**src/rtl/fp_sqrt_pkg.sv**
```systemverilog
`default_nettype none
// +----------------------------------------------------------------------+
// | fp_sqrt_pkg : shared constants and types of the FP square-root unit   |
// | Revision    : 1.0                                                    |
// +----------------------------------------------------------------------+
package fp_sqrt_pkg;

  // Register-file address map
  localparam logic [2:0] ADDR_ZERO = 3'd0;
  localparam logic [2:0] ADDR_N    = 3'd1;
  localparam logic [2:0] ADDR_X    = 3'd2;
  localparam logic [2:0] ADDR_ROOT = 3'd3;
  localparam logic [2:0] ADDR_TEMP = 3'd4;
  localparam logic [2:0] ADDR_TWO  = 3'd5;
  localparam logic [2:0] ADDR_EPS  = 3'd6;
  localparam logic [2:0] ADDR_SCR  = 3'd7;

  typedef enum logic [1:0] {
    ALU_ADD = 2'b00,
    ALU_SUB = 2'b01,
    ALU_DIV = 2'b10,
    ALU_ABS = 2'b11
  } alu_op_e;

  localparam logic [31:0] FP_ZERO    = 32'h0000_0000;
  localparam logic [31:0] FP_TWO     = 32'h4000_0000;
  localparam logic [31:0] FP_EPS_DEF = 32'h3A83_126F;

  // Constant slots (0, 5, 6) silently drop writes.
  function automatic logic addr_writable(input logic [2:0] addr);
    return (addr == ADDR_N) || (addr == ADDR_X) || (addr == ADDR_ROOT) ||
           (addr == ADDR_TEMP) || (addr == ADDR_SCR);
  endfunction

endpackage : fp_sqrt_pkg
`default_nettype wire

```
**src/rtl/fp_regfile_if.sv**
```systemverilog
`default_nettype none
// +----------------------------------------------------------------------+
// | fp_regfile_if : control word and data bus between controller and RF  |
// | Revision      : 1.0  (iter_cnt present only with FP_RF_ITER_CNT_EN)  |
// +----------------------------------------------------------------------+
interface fp_regfile_if #(
  parameter int CNT_W = 8
);
  logic        IE;
  logic        WE;
  logic        OE;
  logic [2:0]  ADDR_WR;
  logic [2:0]  ADDR_RDA;
  logic [2:0]  ADDR_RDB;
  logic [31:0] din;
  logic [31:0] alu_res;
  logic [31:0] rda_data;
  logic [31:0] rdb_data;
  logic [31:0] dout;
  logic        out_valid;
  logic        converged;
`ifdef FP_RF_ITER_CNT_EN
  logic [CNT_W-1:0] iter_cnt;
`endif

  modport master (
    output IE, WE, OE, ADDR_WR, ADDR_RDA, ADDR_RDB, din, alu_res,
    input  rda_data, rdb_data, dout, out_valid, converged
`ifdef FP_RF_ITER_CNT_EN
    , input iter_cnt
`endif
  );

  modport slave (
    input  IE, WE, OE, ADDR_WR, ADDR_RDA, ADDR_RDB, din, alu_res,
    output rda_data, rdb_data, dout, out_valid, converged
`ifdef FP_RF_ITER_CNT_EN
    , output iter_cnt
`endif
  );

endinterface : fp_regfile_if
`default_nettype wire

```
**src/rtl/fp_regfile.sv**
```systemverilog
`default_nettype none
// +----------------------------------------------------------------------+
// | fp_regfile : 8x32 operand register file of the FP sqrt datapath      |
// | Optional iteration counter under macro FP_RF_ITER_CNT_EN             |
// | Revision   : 1.0                                                     |
// +----------------------------------------------------------------------+
module fp_regfile
  import fp_sqrt_pkg::*;
#(
  parameter logic [31:0] TWO_VAL = FP_TWO,
  parameter logic [31:0] EPS_VAL = FP_EPS_DEF,
  parameter int          CNT_W   = 8
) (
  input  wire logic   clk,
  input  wire logic   rst,
  fp_regfile_if.slave rf
);

  logic [31:0] reg_n;
  logic [31:0] reg_x;
  logic [31:0] reg_root;
  logic [31:0] reg_temp;
  logic [31:0] reg_scr;
  logic [31:0] wr_data;
  logic        wr_en;
  logic [31:0] rda_mux;
  logic [31:0] rdb_mux;
  logic        oe_prev;
  logic        oe_rise;
  logic [31:0] dout_q;
  logic        out_valid_q;
  logic        converged_q;

  assign wr_data = rf.IE ? rf.din : rf.alu_res;
  assign wr_en   = rf.WE && addr_writable(rf.ADDR_WR);
  assign oe_rise = rf.OE && !oe_prev;

  always_ff @(posedge clk) begin
    if (rst) begin
      reg_n    <= '0;
      reg_x    <= '0;
      reg_root <= '0;
      reg_temp <= '0;
      reg_scr  <= '0;
    end else if (wr_en) begin
      unique case (rf.ADDR_WR)
        ADDR_N:    reg_n    <= wr_data;
        ADDR_X:    reg_x    <= wr_data;
        ADDR_ROOT: reg_root <= wr_data;
        ADDR_TEMP: reg_temp <= wr_data;
        ADDR_SCR:  reg_scr  <= wr_data;
        default:   ;
      endcase
    end
  end

  // Reads see stored state only; a same-cycle write is not forwarded.
  always_comb begin
    rda_mux = FP_ZERO;
    unique case (rf.ADDR_RDA)
      ADDR_ZERO: rda_mux = FP_ZERO;
      ADDR_N:    rda_mux = reg_n;
      ADDR_X:    rda_mux = reg_x;
      ADDR_ROOT: rda_mux = reg_root;
      ADDR_TEMP: rda_mux = reg_temp;
      ADDR_TWO:  rda_mux = TWO_VAL;
      ADDR_EPS:  rda_mux = EPS_VAL;
      ADDR_SCR:  rda_mux = reg_scr;
      default:   rda_mux = FP_ZERO;
    endcase
  end

  always_comb begin
    rdb_mux = FP_ZERO;
    unique case (rf.ADDR_RDB)
      ADDR_ZERO: rdb_mux = FP_ZERO;
      ADDR_N:    rdb_mux = reg_n;
      ADDR_X:    rdb_mux = reg_x;
      ADDR_ROOT: rdb_mux = reg_root;
      ADDR_TEMP: rdb_mux = reg_temp;
      ADDR_TWO:  rdb_mux = TWO_VAL;
      ADDR_EPS:  rdb_mux = EPS_VAL;
      ADDR_SCR:  rdb_mux = reg_scr;
      default:   rdb_mux = FP_ZERO;
    endcase
  end

  assign rf.rda_data = rda_mux;
  assign rf.rdb_data = rdb_mux;

  // Sign of temp = |root-x| - eps: set means the iteration is within tolerance.
  always_ff @(posedge clk) begin
    if (rst) begin
      converged_q <= 1'b0;
    end else if (rf.WE && (rf.ADDR_WR == ADDR_TEMP)) begin
      converged_q <= wr_data[31];
    end
  end

  always_ff @(posedge clk) begin
    if (rst) begin
      oe_prev     <= 1'b0;
      dout_q      <= '0;
      out_valid_q <= 1'b0;
    end else begin
      oe_prev     <= rf.OE;
      out_valid_q <= oe_rise;
      if (oe_rise) begin
        dout_q <= rda_mux;
      end
    end
  end

  assign rf.dout      = dout_q;
  assign rf.out_valid = out_valid_q;
  assign rf.converged = converged_q;

`ifdef FP_RF_ITER_CNT_EN
  localparam logic [CNT_W-1:0] CNT_MAX = '1;
  logic [CNT_W-1:0] iter_cnt_q;

  // Loading a new n restarts the count and takes precedence over an increment.
  always_ff @(posedge clk) begin
    if (rst) begin
      iter_cnt_q <= '0;
    end else if (rf.WE && rf.IE) begin
      iter_cnt_q <= '0;
    end else if (rf.WE && (rf.ADDR_WR == ADDR_X) && (iter_cnt_q != CNT_MAX)) begin
      iter_cnt_q <= iter_cnt_q + 1'b1;
    end
  end

  assign rf.iter_cnt = iter_cnt_q;
`endif

endmodule : fp_regfile
`default_nettype wire

```
**src/flat_wrapper.sv**
```systemverilog
// flat-port wrapper written by rule: the top's interface ports become plain ports
module fp_regfile_flat import fp_sqrt_pkg::*;
#(
  parameter logic [31:0] TWO_VAL = FP_TWO,
  parameter logic [31:0] EPS_VAL = FP_EPS_DEF,
  parameter int          CNT_W   = 8
)
  (clk, rst, rf_IE, rf_WE, rf_OE, rf_ADDR_WR, rf_ADDR_RDA, rf_ADDR_RDB, rf_din, rf_alu_res, rf_rda_data, rf_rdb_data, rf_dout, rf_out_valid, rf_converged);
  fp_regfile_if #(.CNT_W(CNT_W)) rf_i ();
  input  wire logic clk;
  input  wire logic rst;
  input wire logic [$bits(rf_i.IE)-1:0] rf_IE;
  input wire logic [$bits(rf_i.WE)-1:0] rf_WE;
  input wire logic [$bits(rf_i.OE)-1:0] rf_OE;
  input wire logic [$bits(rf_i.ADDR_WR)-1:0] rf_ADDR_WR;
  input wire logic [$bits(rf_i.ADDR_RDA)-1:0] rf_ADDR_RDA;
  input wire logic [$bits(rf_i.ADDR_RDB)-1:0] rf_ADDR_RDB;
  input wire logic [$bits(rf_i.din)-1:0] rf_din;
  input wire logic [$bits(rf_i.alu_res)-1:0] rf_alu_res;
  output wire logic [$bits(rf_i.rda_data)-1:0] rf_rda_data;
  output wire logic [$bits(rf_i.rdb_data)-1:0] rf_rdb_data;
  output wire logic [$bits(rf_i.dout)-1:0] rf_dout;
  output wire logic [$bits(rf_i.out_valid)-1:0] rf_out_valid;
  output wire logic [$bits(rf_i.converged)-1:0] rf_converged;
  assign rf_i.IE = rf_IE;
  assign rf_i.WE = rf_WE;
  assign rf_i.OE = rf_OE;
  assign rf_i.ADDR_WR = rf_ADDR_WR;
  assign rf_i.ADDR_RDA = rf_ADDR_RDA;
  assign rf_i.ADDR_RDB = rf_ADDR_RDB;
  assign rf_i.din = rf_din;
  assign rf_i.alu_res = rf_alu_res;
  assign rf_rda_data = rf_i.rda_data;
  assign rf_rdb_data = rf_i.rdb_data;
  assign rf_dout = rf_i.dout;
  assign rf_out_valid = rf_i.out_valid;
  assign rf_converged = rf_i.converged;
  fp_regfile #(.TWO_VAL(TWO_VAL), .EPS_VAL(EPS_VAL), .CNT_W(CNT_W)) u_core (.clk(clk), .rst(rst), .rf(rf_i));
endmodule
```
**config.mk**
```make
export PLATFORM = sky130hd
export DESIGN_NAME = fp_regfile_flat
export DESIGN_NICKNAME = d
export VERILOG_FILES = /design/src/rtl/fp_sqrt_pkg.sv /design/src/rtl/fp_regfile_if.sv /design/src/rtl/fp_regfile.sv /design/src/flat_wrapper.sv
export SDC_FILE = /design/constraint.sdc
export NUM_CORES = 1
export LEC_CHECK = 0
export BUFFER_PORTS_ARGS = -buffer_cell sky130_fd_sc_hd__buf_2
export CAP_MARGIN = 25
export CORE_ASPECT_RATIO = 0.6
export CORE_MARGIN = 1.5
export CORE_UTILIZATION = 53
export DETAILED_ROUTE_END_ITERATION = 10
export PLACE_DENSITY = 0.75
export SETUP_SLACK_MARGIN = 0.1
export SLEW_MARGIN = 20
export SYNTH_ARGS = -nofsm -noshare
export SYNTH_HDL_FRONTEND = slang
export SYNTH_SLANG_ARGS = --single-unit
```
**constraint.sdc**
```tcl
create_clock -name clk -period 2.7 [get_ports clk]
set_input_delay 0.54 -clock clk [delete_from_list [all_inputs] [get_ports clk]]
set_output_delay 0.54 -clock clk [all_outputs]
set_load 0.005 [all_outputs]
```
Word-level counts from Yosys, hierarchy flattened. Index checks and enable logic that the tools add are counted.

Multiplexer cells: 3. Eq/ne operators: 19. Reduce and logical (&&, ||, !) cells: 15.

Operators by type and width (number): 32-bit case mux with 8 select lines (2); 32-bit two-way mux (1); 3-bit == test, second input constant (10); 3-bit by 2-bit == test with 1-bit output, second input constant (6); 2-bit AND reduction (5); 3-bit by 1-bit == test with 1-bit output, second input constant (3); 3-bit zero test (2); 1-bit logical OR (4); 1-bit logical AND (3); 1-bit zero test (1).

Output and inout port bits: 98. Logic and storage cells: 46. Register bits: 195. Input bits: 78.

Depth between registers and ports, before layout. Gate-level depths: netlist (run 1).

Word-level depth: 7. Mapped depth: 7. Depth with buffers taken out: 4.

Worst setup path before layout (run 1). OpenSTA, ideal clock, no wires.

Path kind: in2out. Start point: input port rf_ADDR_RDB[2]. End point: output port rf_rdb_data[2]. Cell stages on the path: 6. Data required time: 2160 ps. Path slack: 543 ps. Path buffers: 3. Arrival time: 1617 ps. Cell sequence: buf_2 -> nor2b_1 -> buf_2 -> and2_1 -> clkbuf_1 -> a221o_1.

Longest elaborated chain between the ends: 2. Elaborated cells between the ends (all ways): 9. Those cells by class: eq/ne (7); mux (1); reduce/logical (1).

Ends and longest elaborated chain: from (decl) (line flat_wrapper.sv:17) `input wire logic [$bits(rf_i.ADDR_RDB)-1:0] rf_ADDR_RDB;`; 3-bit == test, or another cell as far along (line fp_regfile.sv:75) `unique case (rf.ADDR_RDB)`; 32-bit case mux with 8 select lines * (line fp_regfile.sv:75); to (decl) (line flat_wrapper.sv:21) `output wire logic [$bits(rf_i.rdb_data)-1:0] rf_rdb_data;`.

Mark *: on every way between the ends. The rest lies on a longest branch, timed or not.

Worst setup path after layout (run 1).
Start point: input port rf_ADDR_RDA[1]. End point: output port rf_rda_data[9].

Longest elaborated chain between the ends: 2. Elaborated cells between the ends (all ways): 9. Those cells by class: eq/ne (7); mux (1); reduce/logical (1).

Ends and longest elaborated chain: from (decl) (line flat_wrapper.sv:16) `input wire logic [$bits(rf_i.ADDR_RDA)-1:0] rf_ADDR_RDA;`; 3-bit == test, or another cell as far along (line fp_regfile.sv:60) `unique case (rf.ADDR_RDA)`; 32-bit case mux with 8 select lines * (line fp_regfile.sv:60); to (decl) (line flat_wrapper.sv:20) `output wire logic [$bits(rf_i.rda_data)-1:0] rf_rda_data;`.

Marks and branches as above.

==> summary.md, run 1 <==
| Metric | Value |
|---|---|
| Final setup skew | `0.0141 ns` |
| Hold path start | `rf_OE` |
| Worst ir drop on vdd | `0.498 mV` |
| Commonest non-fill, non-tap cell in the layout | `nor2_1` |
| Worst hold slack | `0.361 ns` |
| Filler Cells Inserted | `1455` |
| IO buf count | `about 180` |
| Least-Margin Pin Slew | `between 0.6 and 0.7 ns` |
| R2r endpoint | `u_core.rf.dout[28]` |
| Mapped Nets | `between 1k and 1.5k` |
| Status | `finished clean` |
| RSZ-0062 raised after global routing | `false` |
| Clock buffer depth | `2` |
| Crit path DAT | `around 2.0 ns` |
| Iter 0 DRT Violations | `roughly 1.3k` |
| Startpoint Class | `primary input` |
| Placer Congestion | `between 0.8 and 0.9` |
| Max cap viols | `0` |
| Number of flops mapped to enable cells by yosys | `0` |
| Post-Route WL | `28200 um` |
| Starting density of the core | `54.6%` |
| Layout cells sized above 1 | `24.7%` |
| Multi-input logic area | `4950 um^2` |
| Post-CTS Resized | `0` |
| First-pass GRT wire length | `43800 um` |
| Sum Neg Setup Slack | `0 ns` |
| Hold path cells | `2` |
| CP required | `2.16 ns` |
| Crit Path Class | `primary input to output pin` |
| Total CTS buffers | `17` |
| PD cells | `577 nW/um^2` |
| Fmax | `398 MHz` |
| Sequential standard cell area | `just under 4000 um^2` |
| Critical Path Fanout Max | `31` |
| Die width | `approximately 170 um` |
| Final Net Count | `1248` |
| R2R Setup Slk | `approximately 1.3 ns` |
| DP Wirelength | `18300 um` |
| GRT Total Usage | `29.7%` |
| CTS tree | `built` |
| Leakage power | `4.50 nW` |
| Final Cycle Share | `approximately 93%` |
| Core Rows | `37` |
| Hold WC Path Type | `primary input to register` |
| Skew-Pair Late Insertion Delay | `approximately 0.43 ns` |
| Number of hold buffers added after cts | `0` |
| Setup violations, final | `0` |
| DR pass1 iterations | `8` |
| Seq cells post-synth | `195` |
| Critical register-to-register path startpoint | `u_core.oe_prev` |
| Worst Setup SP | `rf_ADDR_RDA[1]` |
| CORE AREA | `17200 um^2` |
| WHS Endpoint | `u_core.oe_prev` |
| Minimum clock period | `2.51 ns` |
| Synth Area per Inst | `8.93 um^2` |
| Async S/R FF share, synth | `0%` |
| GRT Residual Overflow | `0` |
| H-tree depth | `4` |
| Worst R2R Path Depth | `4` |
| Top Ports | `176` |
| Detailed-route via count | `8909` |
| Clk sinks | `195` |
| Fin. Hold Viols | `0` |
| Setup Fix Bufs, Post-CTS | `0` |
| Remaining DRCs | `0` |
| CP Capture Type | `output pin` |
| Clock Pin Slew Worst Setup and Hold Paths | `0.07 ns` |
| Final Max Slew Viols | `0` |
| Most frequent cells in the layout | `221 x nor2_1, 195 x dfxtp_1, 174 x a211oi_1, 174 x buf_2, 48 x mux2i_1` |
| Cells after Synth | `1052` |
| Vert. Die Dim | `106 um` |
| Largest net degree at the start of global routing | `69` |
| Wire per inst | `19.9 um` |
| Sequential fraction of the synthesis area | `41.6%` |
| Vias in the first global route | `between 7k and 8k` |
| Drt via density | `6.29` |
| Initial antenna violation count | `1` |
| Distinct cells, synth | `40` |
| Root buf cell | `clkbuf_16` |
| Cell area after synthesis | `9400 um^2` |
| Slew HR | `57.4%` |
| Area Growth Syn to Fin | `18.8%` |
| Die area | `18600 um^2` |
| Final ANT Viol Nets | `0` |
| YS warnings | `0` |
| Post-synth top flop | `dfxtp_1` |
## sequential cells by signal, summed over array words and instances (netlist names)
| name | count |
|---|---|
| u_core.reg_scr | 32 |
| u_core.rf.out_valid | 1 |
| u_core.reg_x | 32 |
| u_core.rf.dout | 32 |
| u_core.rf.converged | 1 |
| u_core.reg_root | 32 |
| u_core.reg_n | 32 |
| u_core.oe_prev | 1 |
| u_core.reg_temp | 32 |
## kinds of logic after synthesis
kind of cell | count (synthesis) | share of synthesized area (%)
compound gates | 364 | 30.3
simple gates | 280 | 12.7
flops | 195 | 41.6
buf+inv | 132 | 6.41
mux | 81 | 9.07
## stage by stage
| stage | instances | power [mW] | setup WS (ns) | utilization (%) | area [um^2] |
|---|---|---|---|---|---|
| 2_1_floorplan | 1052 | 3.69 | 0.543 | - | 9400 |
| 4_1_cts | 1416 | 6.45 | 0.256 | 64.8 | 11200 |
| 6_report | 1417 | 6.44 | 0.190 | 64.8 | 11200 |
| 5_1_grt | 1416 | 6.68 | 0.114 | 64.8 | 11200 |
| 3_3_place_gp | 1385 | 4.05 | 0.278 | 61.5 | 10600 |
| 3_5_place_dp | 1385 | 4.06 | 0.260 | 61.5 | 10600 |
## cells in the mapped netlist, types with 16 or more instances
library cell,count,area share (%)
nor2_1,223,8.9
a211oi_1,174,14
nor3b_1,17,1.4
dfxtp_1,195,42
a221oi_1,40,3.7
a21o_1,16,1.3
mux2i_1,48,5.1
buf_2,40,2.1
mux2_2,23,2.8
clkbuf_1,55,2.2
a22oi_1,23,1.8
a21oi_1,27,1.4
## area by class of cell
class	count	area share, %
multi-input cells	725	44.3
flip-flops and latches	195	35.0
repair buffers	215	12.5
clock buffers	18	3.94
well taps	234	2.62
clock inverters	13	1.05
inverters	16	0.538
diodes	1	0.0224
## critical path: stages
cell and delay, ns:
buf_2 0.19, and2_1 0.22, buf_12 0.18, a22o_1 0.19, a222oi_1 0.42, inv_1 0.07
buf_2 0.14
## metal layers
| layer | track usage, % | vias up | wire (um) | share of wire [%] |
|---|---|---|---|---|
| met3 | 6.97 | 45 | 3000 | 11 |
| met5 | 0 | - | 0 | 0 |
| met2 | 44.4 | 541 | 12100 | 43 |
| li1 | - | 4189 | - | - |
| met4 | 8.00 | 0 | 432 | 1.5 |
| met1 | 42.8 | 4134 | 12600 | 45 |
## worst max path at each step
stage	endpoint	depth (start not counted)
6_report	rf_rda_data[9]	7
5_1_grt	rf_rda_data[30]	6
4_1_cts	rf_rda_data[5]	7
3_5_place_dp	rf_rda_data[5]	7
3_3_place_gp	rf_rdb_data[26]	6
2_1_floorplan	rf_rdb_data[2]	6
## power by group
part           total [mW]  switching, mW  internal [mW]
combinational       0.950          0.569          0.381
sequential           3.07         0.0832           2.99
clock                2.42           1.18           1.24
total                6.44           1.83           4.60
No activity file was read; power rests on OpenSTA's default activity.
==> inputs of run 2 (changes only) <==
--- a/config.mk
+++ b/config.mk
@@ -11,7 +11,7 @@
 export CORE_MARGIN = 1.5
 export CORE_UTILIZATION = 53
 export DETAILED_ROUTE_END_ITERATION = 10
-export PLACE_DENSITY = 0.75
+export PLACE_DENSITY_LB_ADDON = 0.1
 export SETUP_SLACK_MARGIN = 0.1
 export SLEW_MARGIN = 20
 export SYNTH_ARGS = -nofsm -noshare
==> run 2 against run 1 <==
Against the previous run:
- maximum frequency up 0.34%
- routed wire length grew 3.0%
- design area unchanged
- first-iteration DRC count down 25%
- non-clock buffer count rose by 8
- hold slack gained 0.022 ns
- sequential power hardly changed
- via count shrank 0.67%
- global-route usage is 1.4 points higher
- total power up 0.79%
- flip-flop and latch count unchanged
- highest routed layer unchanged
- clock skew decreased by 0.0018 ns
- largest cell class unchanged
==> summary.md, run 2 (same netlist as run 1, synthesis figures left out) <==
| Metric | Value |
|---|---|
| Top Ports | `176` |
| Levels on crit path | `6` |
| Least-Margin Pin Slew | `~0.62 ns` |
| Max stage delay on crit path | `0.37 ns` |
| Sum Neg Setup Slack | `0 ns` |
| Clock buffer depth | `2` |
| Clock group share of total power | `approximately two fifths` |
| Initial antenna violation count | `0` |
| Worst R2R Path Depth | `4` |
| Die width | `175 um` |
| Final Net Count | `1256` |
| DP Wirelength | `between 15000 and 20000 um` |
| Startpoint Class | `primary input` |
| Worst ir drop on vdd | `0.426 mV` |
| RSZ-0062 raised after global routing | `false` |
| Leakage power | `4.53 nW` |
| Starting density of the core | `54.6%` |
| Crit-path slowest cell | `mux2_1` |
| Fmax | `400 MHz` |
| Worst hold slack | `0.383 ns` |
| Slew HR | `57.4%` |
| PD cells | `582 nW/um^2` |
| Fin. Hold Viols | `0` |
| Drt via density | `approximately 6.2` |
| ANT cells | `0` |
| Psw | `roughly 1.9 mW` |
| Layout cells sized above 1 | `25.3%` |
| Total CTS buffers | `17` |
| Setup violations, final | `0` |
| Number of buffers and inverters on the critical path | `3` |
| GRT Total Usage | `31.1%` |
| Internal Power | `~4.6 mW` |
| Detailed-route via count | `8849` |
| DR pass1 iterations | `6` |
| Most frequent cells in the layout | `221 x nor2_1, 195 x dfxtp_1, 174 x a211oi_1, 174 x buf_2, 48 x mux2i_1` |
| CP Capture Type | `output pin` |
| Final Cycle Share | `92.6%` |
| Chain of cells forming the critical path | `buf_2 > buf_4 > mux2_1 > a221oi_2 > a21oi_1 > buf_2` |
| Minimum clock period | `2.50 ns` |
| GRT Residual Overflow | `0` |
| Share of power burned in registers | `approximately 47%` |
| Root buf cell | `clkbuf_16` |
| Final Cell Area | `11200 um^2` |
| Combinational power share | `between 10% and 20%` |
| CORE AREA | `approximately 17000 um^2` |
| Area after DPL | `10600 um^2` |
| Iter 0 DRT Violations | `988` |
| H-tree depth | `4` |
| Most used cell, CP | `buf_2` |
| Commonest non-fill, non-tap cell in the layout | `nor2_1` |
| Wire per inst | `20.4 um` |
| Critical Path Fanout Max | `17` |
| Crit Path Class | `primary input to output pin` |
| Post-Route WL | `29100 um` |
| Final setup skew | `~0.012 ns` |
| Remaining DRCs | `0` |
| Status | `finished clean` |
| Die area | `18600 um^2` |
| CP top delay family | `buffers and inverters` |
| Max cap viols | `0` |
| Number of hold buffers added after cts | `0` |
| Core Rows | `37` |
| Skew-Pair Late Insertion Delay | `0.44 ns` |
| Largest net degree at the start of global routing | `66` |
| Hold path cells | `2` |
| Hold WC Path Type | `primary input to register` |
| Clk sinks | `between 150 and 200` |
| IO buf count | `around 180` |
| First-pass GRT wire length | `45200 um` |
| Final Max Slew Viols | `0` |
| Vert. Die Dim | `between 100 and 150 um` |
| CTS tree | `built` |
| Filler Cells Inserted | `roughly 1.5k` |
| Crit path DAT | `~2.0 ns` |
| CP required | `2.16 ns` |
| Area Growth Syn to Fin | `18.8%` |
| Switching Share | `28.6%` |
| Placer Congestion | `about 0.84` |
| Vias in the first global route | `7955` |
| Design Power | `between 6 and 7 mW` |
| Final ANT Viol Nets | `0` |
| Clock Pin Slew Worst Setup and Hold Paths | `0.07 ns` |
## run 2: changes by cell type in the layout (fill, tap and decap cells not counted), moves of 2 or more
cell | before | now
inv_8 | 4 | 2
clkinv_4 | 3 | 5
buf_4 | 23 | 37
buf_12 | 17 | 11
## run 2: worst reg2reg max path: cells and delay by family, from the launching register on
family,cells,cell delay [ns]
flops,1,0.33
simple gates,2,0.54
buf+inv,1,0.25
compound gates,1,0.24
## run 2: repair_timing
item                                    4_1_cts  5_1_grt
resized for setup                             0        1
endpoints found under the hold margin         0        0
endpoints found under the setup margin        0        1
buffers inserted                              0        0
## run 2: through the flow
step,std cells,setup WS [ns],util [%]
floorplan,1052,0.543,-
global placement,1393,0.252,61.4
detailed placement,1393,0.223,61.4
CTS,1425,0.214,64.7
global route,1425,0.133,64.8
finish,1425,0.199,64.8
## run 2: worst paths after layout
kind                                           from             endpoint  slack (ns)
worst max register to register       u_core.oe_prev    u_core.rf.dout[6]        1.25
worst min-delay path                          rf_OE       u_core.oe_prev        0.38
worst min register to register  u_core.rf.converged  u_core.rf.converged        0.48
worst max-delay path                 rf_ADDR_RDA[0]       rf_rda_data[4]        0.20
## run 2: area by class of cell
class,instances,area (um^2),area share (%)
clock buffer,20,457,4.09
tap,234,293,2.62
sequential,195,3900,35.0
multi-input combinational,725,4950,44.3
clock inverter,12,116,1.04
timing repair buffer,223,1380,12.4
inverter,16,60.1,0.538
## run 2: layer usage
layer	track usage, %	vias to the layer above	wire length, um
met5	0	-	0
met4	7.20	0	227
met3	6.15	22	2910
met2	45.8	475	12500
met1	46.4	4141	13500
li1	-	4211	-
## run 2: power by group through the flow
stage	logic (mW)	clock network, mW	registers (mW)
detailed placement	0.934	0	3.13
CTS	0.937	2.50	3.07
global placement	0.920	0	3.13
floorplan	0.572	0	3.11
global route	1.03	2.63	3.08
finish	0.947	2.47	3.07
==> inputs of run 3 (changes only) <==
--- a/config.mk
+++ b/config.mk
@@ -9,7 +9,7 @@
 export CAP_MARGIN = 25
 export CORE_ASPECT_RATIO = 0.6
 export CORE_MARGIN = 1.5
-export CORE_UTILIZATION = 53
+export CORE_UTILIZATION = 35
 export DETAILED_ROUTE_END_ITERATION = 10
 export PLACE_DENSITY_LB_ADDON = 0.1
 export SETUP_SLACK_MARGIN = 0.1
==> run 3 against run 2 <==
Against the previous run:
- routed wire length up 14%
- total power grew 4.6%
- die area rose by 50%
- clock power increased by 11%
- sequential power about the same
- largest power group unchanged
- highest routed layer unchanged
==> summary.md, run 3 (same netlist as run 1, synthesis figures left out) <==
| Metric | Value |
|---|---|
| Status | `finished clean` |
| Final setup skew | `0.00986 ns` |
| Starting density of the core | `35.6%` |
| PnR worst setup slack | `roughly 0.13 ns` |
| GRT Residual Overflow | `0` |
| Placer Congestion | `0.811` |
| Worst R2R Path Depth | `4` |
| Fin. Hold Viols | `0` |
| Clock buffer depth | `2` |
| CORE AREA | `26400 um^2` |
| Root buf cell | `clkbuf_16` |
| Detailed-route via count | `8699` |
| Startpoint Class | `primary input` |
| Worst ir drop on vdd | `0.253 mV` |
| GRT Total Usage | `23.4%` |
| Max cap viols | `0` |
| Remaining DRCs | `0` |
| Die width | `215 um` |
| CP required | `2.16 ns` |
| Filler Cells Inserted | `approximately 2.6k` |
| Crit Path Class | `primary input to output pin` |
| Clk sinks | `195` |
| Vias in the first global route | `around 8k` |
| Utilization after layout | `43.4%` |
| Hold WC Path Type | `primary input to register` |
| Fmax | `390 MHz` |
| Sequential standard cell area | `3900 um^2` |
| Final Cycle Share | `95.0%` |
| RSZ-0062 raised after global routing | `true` |
| Die area | `between 20000 and 30000 um^2` |
| R2r endpoint | `u_core.rf.dout[5]` |
| Final Net Count | `between 1k and 1.5k` |
| DR pass1 iterations | `7` |
| Iter 0 DRT Violations | `approximately 700` |
| Clock Pin Slew Worst Setup and Hold Paths | `0.07 ns` |
| Drt via density | `5.59` |
| Multi-input logic area | `4950 um^2` |
| Final Max Slew Viols | `0` |
| Skew-Pair Late Insertion Delay | `around 0.46 ns` |
| Slew HR | `45.2%` |
| CTS tree | `built` |
| Wire per inst | `21.2 um` |
| Minimum clock period | `2.57 ns` |
| WHS Endpoint | `u_core.oe_prev` |
| Least-Margin Pin Slew | `a little over 0.8 ns` |
| Leakage power | `4.58 nW` |
| Total CTS buffers | `17` |
| DP Wirelength | `21700 um` |
| Layout cells sized above 1 | `25.8%` |
| Initial antenna violation count | `0` |
| Top Ports | `176` |
| Vert. Die Dim | `between 100 and 150 um` |
| PD cells | `592 nW/um^2` |
| Post-Layout Cell Count | `between 1.5k and 2k` |
| Core Rows | `46` |
| Place WS | `between 0.15 and 0.2 ns` |
| ANT cells | `0` |
| Critical Path Fanout Max | `12` |
| Hold path cells | `2` |
| Setup violations, final | `0` |
| First-pass GRT wire length | `49500 um` |
| Crit path DAT | `just over 2 ns` |
| Area Growth Syn to Fin | `22.1%` |
| Sum Neg Setup Slack | `0 ns` |
| H-tree depth | `4` |
| Worst hold slack | `0.335 ns` |
| Most frequent cells in the layout | `219 x nor2_1, 195 x dfxtp_1, 174 x a211oi_1, 174 x buf_2, 48 x mux2i_1` |
| IO buf count | `roughly 180` |
| Number of hold buffers added after cts | `0` |
| Commonest non-fill, non-tap cell in the layout | `nor2_1` |
| R2R Setup Slk | `1.24 ns` |
| Post-Route WL | `33000 um` |
| CP Capture Type | `output pin` |
| Hold path start | `rf_OE` |
| Critical register-to-register path startpoint | `u_core.oe_prev` |
| Placed cell count | `1523` |
| Final ANT Viol Nets | `0` |
| Largest net degree at the start of global routing | `93` |
-- run 3: timing repair --
action | in CTS | in global routing
endpoints found under the hold margin | 0 | 0
setup endpoints to repair | 0 | 8
resized for setup | 0 | 3
buffers inserted | 0 | 1
-- run 3: metrics by stage --
step	instance area, um^2	power [mW]
CTS	11400	6.85
finish	11500	6.79
global placement	10800	4.11
floorplan	9400	3.69
detailed placement	10800	4.12
global route	11500	7.07
-- run 3: worst max path at each step --
stage / slack (ns) / cells after the start / to / from
2_1_floorplan: 0.54 / 6 / rf_rdb_data[2] / rf_ADDR_RDB[2]
3_3_place_gp: 0.17 / 6 / rf_rda_data[21] / rf_ADDR_RDA[0]
3_5_place_dp: 0.16 / 7 / rf_rda_data[27] / rf_ADDR_RDA[0]
4_1_cts: 0.16 / 7 / rf_rda_data[27] / rf_ADDR_RDA[0]
5_1_grt: 0.08 / 6 / rf_rdb_data[23] / rf_ADDR_RDB[2]
6_report: 0.13 / 6 / rf_rdb_data[6] / rf_ADDR_RDB[2]
-- run 3: worst max-delay path: stages --
cell and delay, ns:
buf_2 0.26, buf_4 0.28, nand2b_1 0.37, nor2_1 0.11, a221o_1 0.31, buf_2 0.14
-- run 3: layout make-up --
class	instances	area share, %
Tap cell	360	3.93
Inverter	16	0.524
Clock inverter	14	1.64
Sequential cell	195	34.0
Timing Repair Buffer	228	13.0
Multi-Input combinational cell	725	43.2
Clock buffer	18	3.74
-- run 3: per-layer routing --
metal	routed length, um	GRT usage [%]	part of all wire (%)
met2	14200	35.3	43
met5	0	0	0
met4	431	6.63	1.3
met3	1740	5.08	5.3
met1	16600	33.5	50
-- run 3: report_power, final --
group          switching [mW]  total (mW)  internal (mW)
clock                    1.18        2.73           1.54
combinational           0.600       0.991          0.391
sequential             0.0814        3.07           2.99
